**config.mk**
```make
export PLATFORM = sky130hd
export DESIGN_NAME = if_id_branch_decode
export DESIGN_NICKNAME = d
export VERILOG_FILES = /design/src/rtl/if_id_branch_decode.sv
export SDC_FILE = /design/constraint.sdc
export NUM_CORES = 1
export LEC_CHECK = 0
export CORE_AREA = 8 8 59 73
export CTS_CLUSTER_SIZE = 14
export DETAILED_ROUTE_END_ITERATION = 8
export DIE_AREA = 0 0 67 81
export PLACE_DENSITY = 0.91
export REMOVE_ABC_BUFFERS = 1
export SLEW_MARGIN = 10
export SYNTH_ARGS = -nofsm -noshare
export SYNTH_HDL_FRONTEND = slang
export SYNTH_SLANG_ARGS = --single-unit
export TNS_END_PERCENT = 1
```
**constraint.sdc**
```tcl
create_clock -name clk -period 4.6 [get_ports clk]
set_input_delay 0.92 -clock clk [delete_from_list [all_inputs] [get_ports clk]]
set_output_delay 0.92 -clock clk [all_outputs]
set_load 0.005 [all_outputs]
```
**src/rtl/if_id_branch_decode.sv**
```systemverilog
// IF/ID pipeline register with jump / branch-on-zero decode and a HALT spin state.
// Drives the fetch redirect pair (pcsrc, PC2) and squashes the one wrong-path
// instruction that follows a taken redirect.
// Optional build macro IF_ID_BRANCH_STATS_EN adds the saturating taken_count output.
module if_id_branch_decode #(
  parameter int unsigned PC_W    = 8,
  parameter int unsigned INSTR_W = 8
) (
  input  logic               clk,
  input  logic               reset,
  input  logic [PC_W-1:0]    pc_in,
  input  logic [INSTR_W-1:0] instr_in,
  input  logic               zero_flag,
  output logic               pcsrc,
  output logic [PC_W-1:0]    PC2,
  output logic               id_valid,
  output logic [PC_W-1:0]    id_pc,
  output logic [INSTR_W-1:0] id_instr,
  output logic               halted
`ifdef IF_ID_BRANCH_STATS_EN
  ,
  output logic [7:0]         taken_count
`endif
);

  localparam int unsigned OffW = 6;

  typedef enum logic [1:0] {StRun, StFlush, StHalt} state_e;

  state_e             state_q;
  logic               id_valid_q;
  logic [PC_W-1:0]    id_pc_q;
  logic [INSTR_W-1:0] id_instr_q;
  logic [PC_W-1:0]    halt_pc_q;

  logic [1:0]         opcode;
  logic [PC_W-1:0]    offset;
  logic [PC_W-1:0]    target;
  logic               off_zero;
  logic               is_jmp;
  logic               is_halt;
  logic               is_bz_taken;

  assign opcode      = id_instr_q[INSTR_W-1 -: 2];
  assign offset      = {{(PC_W-OffW){id_instr_q[OffW-1]}}, id_instr_q[OffW-1:0]};
  assign target      = id_pc_q + offset;
  assign off_zero    = (id_instr_q[OffW-1:0] == '0);
  assign is_jmp      = id_valid_q && (opcode == 2'b11) && !off_zero;
  assign is_halt     = id_valid_q && (opcode == 2'b11) && off_zero;
  assign is_bz_taken = id_valid_q && (opcode == 2'b10) && zero_flag;

  assign id_valid = id_valid_q;
  assign id_pc    = id_pc_q;
  assign id_instr = id_instr_q;
  assign halted   = (state_q == StHalt);

  // Redirect request to fetch, derived only from IF/ID contents, state and zero_flag.
  always_comb begin
    pcsrc = 1'b0;
    PC2   = '0;
    unique case (state_q)
      StRun: begin
        if (is_halt) begin
          pcsrc = 1'b1;
          PC2   = id_pc_q;
        end else if (is_jmp || is_bz_taken) begin
          pcsrc = 1'b1;
          PC2   = target;
        end
      end
      StFlush: ;
      StHalt: begin
        pcsrc = 1'b1;
        PC2   = halt_pc_q;
      end
      default: ;
    endcase
  end

  // Control FSM and IF/ID register; a taken redirect turns the next latch into a bubble.
  always_ff @(posedge clk or negedge reset) begin
    if (!reset) begin
      state_q    <= StRun;
      id_valid_q <= 1'b0;
      id_pc_q    <= '0;
      id_instr_q <= '0;
      halt_pc_q  <= '0;
    end else begin
      unique case (state_q)
        StRun: begin
          id_pc_q <= pc_in;
          if (pcsrc) begin
            id_valid_q <= 1'b0;
            id_instr_q <= '0;
            if (is_halt) begin
              halt_pc_q <= id_pc_q;
              state_q   <= StHalt;
            end else begin
              state_q <= StFlush;
            end
          end else begin
            id_valid_q <= 1'b1;
            id_instr_q <= instr_in;
          end
        end
        StFlush: begin
          // Fetch is now presenting the redirect target.
          id_valid_q <= 1'b1;
          id_pc_q    <= pc_in;
          id_instr_q <= instr_in;
          state_q    <= StRun;
        end
        StHalt: begin
          // Spin on bubbles; only reset leaves this state.
          id_valid_q <= 1'b0;
          id_pc_q    <= pc_in;
          id_instr_q <= '0;
        end
        default: state_q <= StRun;
      endcase
    end
  end

`ifdef IF_ID_BRANCH_STATS_EN
  logic [7:0] taken_count_q;

  assign taken_count = taken_count_q;

  // Saturating count of redirects issued from RUN (HALT entry included).
  always_ff @(posedge clk or negedge reset) begin
    if (!reset) begin
      taken_count_q <= '0;
    end else if ((state_q == StRun) && pcsrc && (taken_count_q != 8'hFF)) begin
      taken_count_q <= taken_count_q + 8'd1;
    end
  end
`endif

endmodule

```
== After elaboration in Yosys (flattened, before gate mapping) ==
Index checks and enable logic that the tools add are counted.
Cells by class
  equality and inequality tests: 5
  $lt $le $gt $ge: 0
  muxes and demuxes: 13
  multiply operators: 0
  reductions and logical operators: 13
  add/subtract/negate cells: 1
  shift-type cells: 0
  bitwise logic cells: 1
  div/mod/pow operators: 0
Operators by type and width (number)
  $mux 8: 3
  $pmux 8 s3: 1
  $pmux 8 s2: 1
  $add 8x8->8: 1
  $eq 2x2->1 const B: 3
  $logic_not 6->1: 1
  $logic_and 1x1->1: 5
  $mux 2: 2
  $pmux 2 s2: 1
  $mux 1: 3
  $pmux 1 s3: 1
  $reduce_and 3->1: 1
  $reduce_bool 3->1: 1
  $reduce_or 3->1: 1
  $eq 2x1->1 const B: 1
  $logic_not 2->1: 1
  $ne 2x2->1 const B: 1
  $pmux 1 s2: 1
  $reduce_and 2->1: 1
  $logic_not 1->1: 1
  $logic_or 1x1->1: 1
  $not 1->1: 1
Storage, ports and cells
  output and inout bits: 27
  latch bits: 0
  ROM bits: 0
  memories kept: 0
  RAM bits: 0
  register bits: 27
  input bits: 19

== Longest topological paths before layout ==
  depth in word-level cells: 9
  depth in mapped cells: 8
  mapped depth without buffers: 7

== Worst setup path before layout ==
OpenSTA, ideal clock, no wires.
  path type: reg2out
  start: register id_pc_q[0], in the netlist id_pc[0]
  end: output port PC2[6]
  data arrival time: 1794 ps
  cell stages (with the launch flop): 8
  slack: 1886 ps
  path buffers: 0
  path through: dfrtp_1 ha_1 fa_1 a211oi_1 o21bai_1 a21oi_1 xor2_1 o211ai_1
Between the ends
  longest elaborated chain between the ends: 4
Ends and longest elaborated chain
  start: declaration: line 32  | logic [PC_W-1:0] id_pc_q;
  start signal: assignment: line 91  | id_pc_q <= pc_in;
  start signal: assignment: line 109  | id_pc_q <= pc_in;
  start signal: assignment: line 116  | id_pc_q <= pc_in;
  $add 8x8->8: line 46  | assign target = id_pc_q + offset;
  $mux 8: line 66  | end else if (is_jmp || is_bz_taken) begin
  $mux 8: line 63  | if (is_halt) begin
  $pmux 8 s2: line 61  | unique case (state_q)
  end: declaration: line 15  | output logic [PC_W-1:0] PC2,
Every way passes these cells.

== Final worst setup path ==
  start: input port zero_flag
  end: output port PC2[4]
Between the ends
  longest elaborated chain between the ends: 5
Ends and longest elaborated chain
  start: declaration: line 13  | input logic zero_flag,
  $logic_and 1x1->1: line 50  | assign is_bz_taken = id_valid_q && (opcode == 2'b10) && zero_flag;
  $logic_or 1x1->1: line 66
  $mux 8: line 66
  $mux 8: line 63
  $pmux 8 s2: line 61
Every way passes these cells.

==> flow_summary_export.csv <==
group,metric,value,unit
floorplan,boundaryPins,46,
grt,grt_util_all_layers,15.0,%
critical_path,startpoint_type,"primary input",
synth,ys_types,36,
critical_path,reg2reg_from,"state_q[0]$_DFFE_PN0P_",
timing,hold_violations,0,
min_path,hp-class,"reg -> reg",
cts,clkSlewWorstSetupHoldPaths,0.09,ns
synth,ys_warn_count,0,
timing,worst_pin_slew,1.06,ns
critical_path,crit_family,"buffers and inverters",
synth,yosysSeqAreaShare,44.0,%
pwr,p_clk_share,14.9,%
cells_and_area,syn2layout_area_growth,34.0,%
outcome,status,"completed",
cells_and_area,diodes,0,
timing,slew_headroom,29.4,%
cts,cts_made_buffers,3,
pwr,p_per_area,438,mW/mm2
synth,netlist_area,0.00154,mm2
critical_path,startpoint,"zero_flag",
critical_path,worst-setup-path-type,"in -> out",
cells_and_area,fin_nets,227,
cells_and_area,multi_input_area,826,um2
pwr,p_int,571,uW
route,first_pass_iters,4,
synth,synth_edf_count,0,
critical_path,cp_slowest_cell,"clkdlybuf4s50_1",
cells_and_area,utilization,65.0,%
route,wire_per_inst,17.3,um
cts,cts_buffer_depth,2,
floorplan,die_y,81,um
route,drc_errors,0,
pwr,p_sw_share,36.7,%
synth,netlist.area_leader.share,44.0,%
route,drtIter0Drc,67,
critical_path,cp.required,3.68,ns
cts,hold_buffers,0,
grt,grt_remaining_overflow,0,
cells_and_area,regArea,676,um2
floorplan,fp.dieW,67,um
timing,fin_crit_sh,84.1,%
critical_path,crit_chain,"clkdlybuf4s50_1, o2111ai_1, a31oi_1, o21ai_0, o211ai_1, clkdlybuf4s50_1",
critical_path,path_common_cell,"clkdlybuf4s50_1",
critical_path,arrival,2.95,ns
floorplan,core,0.00317,mm2
grt,first_global_vias,1341,
critical_path,crit_buf_inv,2,
timing,setup_tns,0,ns
route,routed_wl,4.01,mm
placement,dp_slack,0.778,ns
placement,dpl.cell_count,228,
cts,cts-root-buf,"clkbuf_8",
synth,syn_inst,150,
min_path,holdCritStartpoint,"halt_pc_q[7]$_DFFE_PN0P_",
timing,rsz0062_at_grt,"false",
grt,grt_pass1_wl,6.42,mm
synth,synth_top_area_cell,"dfrtp_1",
route,via_count,1334,
route,via_per_inst,5.75,
run,max-cap-violations,0,
pwr,p_seq_share,40.0,%
cells_and_area,fin_cells,232,
synth,synth_ff_type,"dfrtp_1",
cells_and_area,fill_cells,260,
timing,worst_clock_skew,0.00239,ns
pwr,p_sw,330,uW
critical_path,end_kind,"output pin",
pwr,p_comb_share,45.1,%
route,drtAntennaViolNets,0,
grt,antenna_found_initial,0,
pwr,leakage,0.920,nW
timing,fin_crit,3.87,ns
critical_path,worstPathMaxFanout,5,
floorplan,die_area,0.00543,mm2
cts,cts_setup_buffers,0,
placement,dp_hpwl,2.91,mm
cts,cts_resized,0,
critical_path,critPathMaxStageDelay,0.54,ns
cells_and_area,final_layout_size_suffix_gt1_share,9.23,%
floorplan,num_rows,23,
cts,clock_latency,0.27,ns
placement,port_buffers,45,
timing,slew_violations,0,
synth,synth.area.top_cells,"dfrtp_1 44%, nand2_1 9.0%, ha_1 9.0%, mux2_2 6.6%, a22o_1 4.6%",
timing,timing.hold.ws,0.489,ns
cts,cts.sinks,27,
pwr,ir_worst_vdd,0.000250,V
cts,h-tree-depth,1,
cts,cts_tree,"yes",
synth,synth_seq_cells,27,
synth,async_flop_share,100,%
timing,max_freq,0.258,GHz
floorplan,start_util,48.5,%
synth,avgSynthCellArea,10.2,um2
placement,place.gp.congestion,0.903,
timing,finalSetupViolCount,0,
timing,finalWorstSetupSlack,0.729,ns
grt,grt_max_degree,24,
==> cells by family after synthesis <==
| kind of cell | Yosys count | synth area share, % |
|---|---|---|
| fa+ha+maj | 12 | 10.3 |
| xor+xnor | 4 | 2.28 |
| buf+inv | 7 | 2.28 |
| compound gates | 35 | 16.9 |
| flops | 27 | 44.0 |
| mux | 9 | 6.60 |
| simple gates | 56 | 17.7 |
==> flip-flops by register name (all words and copies together), names as in the netlist <==
signal,flops
halt_pc_q,8
id_instr,8
id_pc,8
id_valid,1
state_q,2
==> power by group through the flow <==
stage / clock [mW] / combinational [mW] / sequential, mW
after floorplan: 0 / 0.220 / 0.353
after global placement: 0 / 0.384 / 0.361
after detailed placement: 0 / 0.395 / 0.365
after CTS: 0.137 / 0.407 / 0.360
after global routing: 0.147 / 0.442 / 0.370
final: 0.135 / 0.406 / 0.361
==> cells in the mapped netlist (2+ instances only) <==
cell and n:
nand2_1 37, dfrtp_1 27, ha_1 11, mux2_2 9
a22o_1 8, a21oi_1 5, o211ai_1 5, o21ai_0 5
nand3_1 4, a211oi_1 3, nand2b_1 3, xor2_1 3
and2_1 2, buf_4 2, clkbuf_1 2, inv_1 2
nor2_1 2, nor4_1 2
==> per-stage QoR <==
stage | total power, mW | cell area (um2)
3_5_place_dp | 0.760 | 2010
2_1_floorplan | 0.573 | 1510
6_report | 0.902 | 2060
4_1_cts | 0.904 | 2060
5_1_grt | 0.959 | 2060
3_3_place_gp | 0.745 | 2010
==> metal layers <==
layer | wire (um) | vias to the layer above | global-route usage [%]
met3 | 239 | 10 | 3.03
met4 | 63 | 0 | 4.61
met5 | 0 | - | 0
met1 | 1610 | 639 | 17.5
li1 | - | 634 | -
met2 | 2100 | 51 | 26.7
==> layout by cell type (no fill, tap or decap), types with 2 or more instances in the layout <==
master and n:
clkdlybuf4s50_1 45, nand2_1 37, dfrtp_1 27, ha_1 11
mux2_2 9, a22o_1 8, o21ai_0 5, o211ai_1 5
a21oi_1 5, nand3_1 4, a211oi_1 3, nand2b_1 3
xor2_1 3, clkbuf_8 3, inv_1 2, nor2_1 2
and2_1 2, nor4_1 2
==> path summary, 6_finish.rpt <==
| path | endpoint | cells after the start | slack, ns |
|---|---|---|---|
| max | PC2[4] | 6 | 0.73 |
| min | halt_pc_q[7]$_DFFE_PN0P_ | 2 | 0.49 |
| max reg2reg | id_instr[3]$_DFFE_PN0P_ | 6 | 2.62 |
| min reg2reg | halt_pc_q[7]$_DFFE_PN0P_ | 2 | 0.49 |
| max in group asynchronous | id_pc[1]$_DFFE_PN0P_ | 2 | 2.72 |
| min in group asynchronous | state_q[1]$_DFFE_PN0P_ | 1 | 1.22 |
==> final cells by class <==
cell class | instances | share of cell area, %
multi-input combinational | 116 | 40.1
sequential | 27 | 32.8
timing repair buffer | 46 | 22.2
tap | 37 | 2.25
clock buffer | 4 | 2.19
inverter | 2 | 0.365
==> worst register-to-register path: stages (launching register included) <==
cell and delay (ns):
dfrtp_1 0.39, inv_1 0.09, ha_1 0.39, nand2b_1 0.25, o21ai_0 0.23, and2b_1 0.37, a22o_1 0.21
Note: power is estimated with default switching activity, not from simulation.
==> patch 1 (config.mk and constraints unchanged) <==
Add a define of `IF_ID_BRANCH_STATS_EN`.
--- a/src/rtl/if_id_branch_decode.sv
+++ b/src/rtl/if_id_branch_decode.sv
@@ -4,2 +4,4 @@
 // Optional build macro IF_ID_BRANCH_STATS_EN adds the saturating taken_count output.
+`define IF_ID_BRANCH_STATS_EN
+
 module if_id_branch_decode #(
Function (old outputs only; new: taken_count): kept (Yosys induction, for registers that start in step).
==> patch 1 against the original RTL <==
- die area is the same
- area after synthesis rose by 23%
- largest power group unchanged
- power increased by 33%
- clock power grew 56%
- sequential share of layout area grew 1.8 points
- critical endpoint is now PC2[7]
- cell area up 23%
- worst setup slack lost 0.030 ns
- clock skew is 0.0045 ns higher
- routed wire length up 25%
- count of clock-buffer cells in the layout is 3 higher
- utilization grew 15 points
- sequential cell count increased by 8
- first-iteration DRC count increased by 90%
==> patch 1: results <==
metrics = {
    "grt": {
        "gr-usage-met1": 0.199,
        "grt_pass1_wl_um": 7950,
        "grt_max_degree": 36,
        "grt_use_met3": 0.0784,
        "grt_antenna_before_repair": 0,
        "gr-usage-met2": 0.323,
        "grt_use_total": 0.191,
    },
    "clocking": {
        "clk_path_buf_depth": 2,
        "postCtsSetupBuffers": 0,
        "htree_levels": 2,
        "numCtsBuffers": 5,
        "clk_pin_slew_ns": 0.06,
        "cts_root_buf": "clkbuf_8",
        "clk_latency_ns": 0.29,
    },
    "synth": {
        "synth_warnings": 0,
        "synth_cell_types": 42,
        "synth_edf_count": 0,
        "async_flop_share": 1.00,
        "ys_seq_area_frac": 0.464,
        "netlist_top_cells_area": "dfrtp_1, nand2_1, ha_1, mux2_2, a22o_1",
        "synth_common_cells": "nand2_1, dfrtp_1, ha_1, mux2_2",
        "synth_cells": 186,
    },
    "critical_path": {
        "reg2regPathDepth": 6,
        "cp_max_fo": 9,
        "arrival_ns": 2.98,
        "reg2reg_slack_ns": 2.57,
        "r2r_end": "taken_count[6]",
    },
    "sta": {
        "relSlewSlack": 0.460,
        "hold_ws_ns": 0.480,
        "finalClockSkew_ns": 0.00693,
    },
    "pwr": {
        "p_leak_nw": 1.14,
        "ir_drop_v": 0.000374,
    },
    "outcome": {
        "status": "complete, no violations",
    },
    "route": {
        "wire_per_inst_um": 17.8,
        "route.vias.total": 1664,
        "viasPerCell": 5.92,
        "first_pass_iters": 5,
        "drtIter0Drc": 127,
    },
    "place": {
        "detailed_place_hpwl_um": 3690,
        "portBuffers": 53,
        "place_congestion": 0.807,
        "placed_area_um2": 2450,
        "dpl.cell_count": 273,
    },
    "layout": {
        "drive_gt1_frac": 0.0861,
        "diodes": 0,
        "nets": 275,
        "fillers": 203,
    },
    "worst_hold_path": {
        "hold_class": "reg -> reg",
        "hold_end": "halt_pc_q[7]",
        "min-delay-start": "halt_pc_q[7]",
    },
}
-- patch 1: cell type report --
type                    instances  area [µm²]  area share
multi-input cells             140         961       0.380
clock buffers                   7        76.3      0.0302
repair buffers                 54         538       0.213
well taps                      37        46.3      0.0183
clock inverters                 1        5.00     0.00198
inverters                       7        26.3      0.0104
flip-flops and latches         35         876       0.346
-- patch 1: worst max-delay path, stage by stage --
cell and delay, ns:
clkdlybuf4s50_1 0.51, o2111a_1 0.34, o21ai_2 0.20, nor4_1 0.31, nor3_1 0.08, nand3_1 0.10, clkdlybuf4s50_1 0.51
-- patch 1: how the worst max path moves through the flow --
stage | from | end | slack [ns] | cells past startpoint
final | zero_flag | PC2[7] | 0.70 | 7
after global routing | zero_flag | PC2[7] | 0.66 | 7
after CTS | zero_flag | PC2[7] | 0.73 | 7
after detailed placement | zero_flag | PC2[7] | 0.75 | 7
after global placement | zero_flag | PC2[7] | 0.86 | 7
after floorplan | zero_flag | PC2[7] | 1.96 | 5
-- patch 1: routing by layer --
layer / vias to the layer above / routed length [µm]
met4: 0 / 134
met3: 16 / 419
li1: 778 / -
met2: 67 / 2480
met5: - / 0
met1: 803 / 1970
-- patch 1: kinds of logic (layout without fill, tap and decap cells) --
logic type / count (synthesis) / in the layout / share of synthesized area
xor+xnor: 9 / 9 / 0.0418
mux: 8 / 8 / 0.0477
buf+inv: 11 / 69 / 0.0265
flops: 35 / 35 / 0.464
compound gates: 37 / 37 / 0.152
fa+ha+maj: 13 / 13 / 0.0902
simple gates: 73 / 73 / 0.178
-- patch 1: power breakdown --
part	switching [W]	internal [W]
sequential	0.0000951	0.000384
clock	0.000105	0.000106
combinational	0.000230	0.000279
total	0.000430	0.000769
-- patch 1: metrics by stage --
step,util,worst slack [ns]
finish,0.799,0.700
global placement,0.773,0.857
CTS,0.799,0.728
detailed placement,0.773,0.747
floorplan,-,1.96
global route,0.799,0.662
==> patch 2 (same flow settings) <==
Made on the original files. Encoding of `state_e`: now one-hot (3 bits for 3 states).
--- a/src/rtl/if_id_branch_decode.sv
+++ b/src/rtl/if_id_branch_decode.sv
@@ -27,3 +27,3 @@
 
-  typedef enum logic [1:0] {StRun, StFlush, StHalt} state_e;
+  typedef enum logic [2:0] {StRun = 3'b001, StFlush = 3'b010, StHalt = 3'b100} state_e;
 
Behaviour: same outputs for any inputs over 10 cycles, from zero or initial values and one cycle with reset low; not proved beyond that.
==> patch 2 against the original RTL <==
- global-route usage increased by 0.81 points
- area after synthesis increased by 0.41%
- via count increased by 0.22%
- worst setup slack got worse by 0.20 ns
- worst hold slack got worse by 0.0027 ns
- cell count decreased by 1.7%
- cell area decreased by 0.18%
- maximum frequency decreased by 4.9%
- die area unchanged
- sequential cell count increased by 1
- routed wire length increased by 3.4%
- critical endpoint is now PC2[6]
Power is not compared: it rests on default switching activity, and its combinational part moved more than twofold at a synthesized area within 25%.
==> patch 2: results <==
metrics = {
    "clocking": {
        "clk_path_buf_depth": 2,
        "post_cts_resized": 0,
        "clk_pin_slew_ns": 0.10,
        "cts_root_buf": "clkbuf_8",
    },
    "route": {
        "wire_per_inst_um": 18.2,
        "viasPerCell": 5.86,
        "drtIter0Drc": 39,
    },
    "synth": {
        "synth_compound_area_frac": 0.152,
        "yosys.area_share.adder": 0.0697,
        "synth_warnings": 0,
        "synth_cells": 148,
        "netlist_top_cells_area": "dfrtp_1, nand2_1, mux2_2, ha_1, a22o_1",
        "ys_seq_area_frac": 0.455,
        "synth-xor-area-share": 0.0341,
        "async_flop_share": 1.00,
        "synth_cell_types": 39,
        "muxShareOfSynthArea": 0.0722,
        "synth_common_cells": "nand2_1, dfrtp_1, a22o_1, mux2_2",
    },
    "layout": {
        "fillers": 258,
        "fin_cells": 228,
        "drive_gt1_frac": 0.110,
        "nets": 219,
    },
    "place": {
        "place_congestion": 0.852,
        "detailed_place_hpwl_um": 3160,
        "pre_cts_ws_ns": 0.683,
    },
    "outcome": {
        "status": "complete, no violations",
    },
    "sta": {
        "finalClockSkew_ns": 0.00641,
        "tightest_slew_ns": 1.23,
    },
    "critical_path": {
        "arrival_ns": 3.15,
        "cp_max_fo": 4,
    },
    "grt": {
        "grt_pass1_vias": 1416,
        "grt_max_degree": 29,
        "grt_pass1_wl_um": 6780,
        "grt_use_total": 0.158,
    },
}
## patch 2: changes by cell type after synthesis, sizes merged, moves of 3 or more
cell    before  now
xnor2        1    4
a21o         1    4
nor2         2    5
nand2       37   32
o211ai       5    2
nor4         3    0
nand3        4    7
ha          11    7
## patch 2: routing by layer
metal,part of all wire,up-vias,global-route usage
met5,0,-,0
met4,0.043,0,0.103
met3,0.068,14,0.0344
met2,0.52,62,0.275
met1,0.37,649,0.167
li1,-,612,-
## patch 2: power breakdown
part	internal, W	total [W]	switching [W]
logic	0.000514	0.000936	0.000423
clock network	0.0000766	0.000151	0.0000748
registers	0.000367	0.000508	0.000141
total	0.000957	0.00160	0.000639
## patch 2: final cells by class
cell class | instances | area share
well taps | 37 | 0.0225
multi-input cells | 111 | 0.382
inverters | 2 | 0.00365
clock buffers | 4 | 0.0268
flip-flops and latches | 28 | 0.342
repair buffers | 46 | 0.223
## patch 2: critical path, stage by stage, from the launching register on
cell and delay, ns:
dfrtp_1 0.43, ha_1 0.25, fa_1 0.43, a211oi_1 0.46, o21bai_1 0.17, a21oi_1 0.24
xnor2_1 0.10, a221o_1 0.32, clkdlybuf4s50_1 0.45
## patch 2: through the flow
step	area [µm²]	hold slack, ns	util	total power (W)
2_1_floorplan	1500	0.446	-	0.00102
3_3_place_gp	2000	0.457	0.632	0.00137
3_5_place_dp	2000	0.467	0.632	0.00143
4_1_cts	2050	0.489	0.649	0.00160
5_1_grt	2050	0.517	0.649	0.00171
6_report	2050	0.486	0.649	0.00160
## patch 2: kinds of logic after synthesis
group / count (synthesis)
AOI/OAI and AO/OA: 31
muxes: 10
adders and majority gates: 8
DFF: 28
xor gates and xnor gates: 6
and+or+nand+nor: 56
buffers and inverters: 9
## patch 2: worst paths after layout
check,start,endpoint,slack [ns],depth (start not counted)
max,id_pc[0],PC2[6],0.53,8
min,halt_pc_q[1],halt_pc_q[1],0.49,2
max reg2reg,state_q[0],id_pc[2],2.62,4
min reg2reg,halt_pc_q[1],halt_pc_q[1],0.49,2
max in group asynchronous,reset,state_q[0],3.28,2
min in group asynchronous,reset,id_pc[5],1.02,2
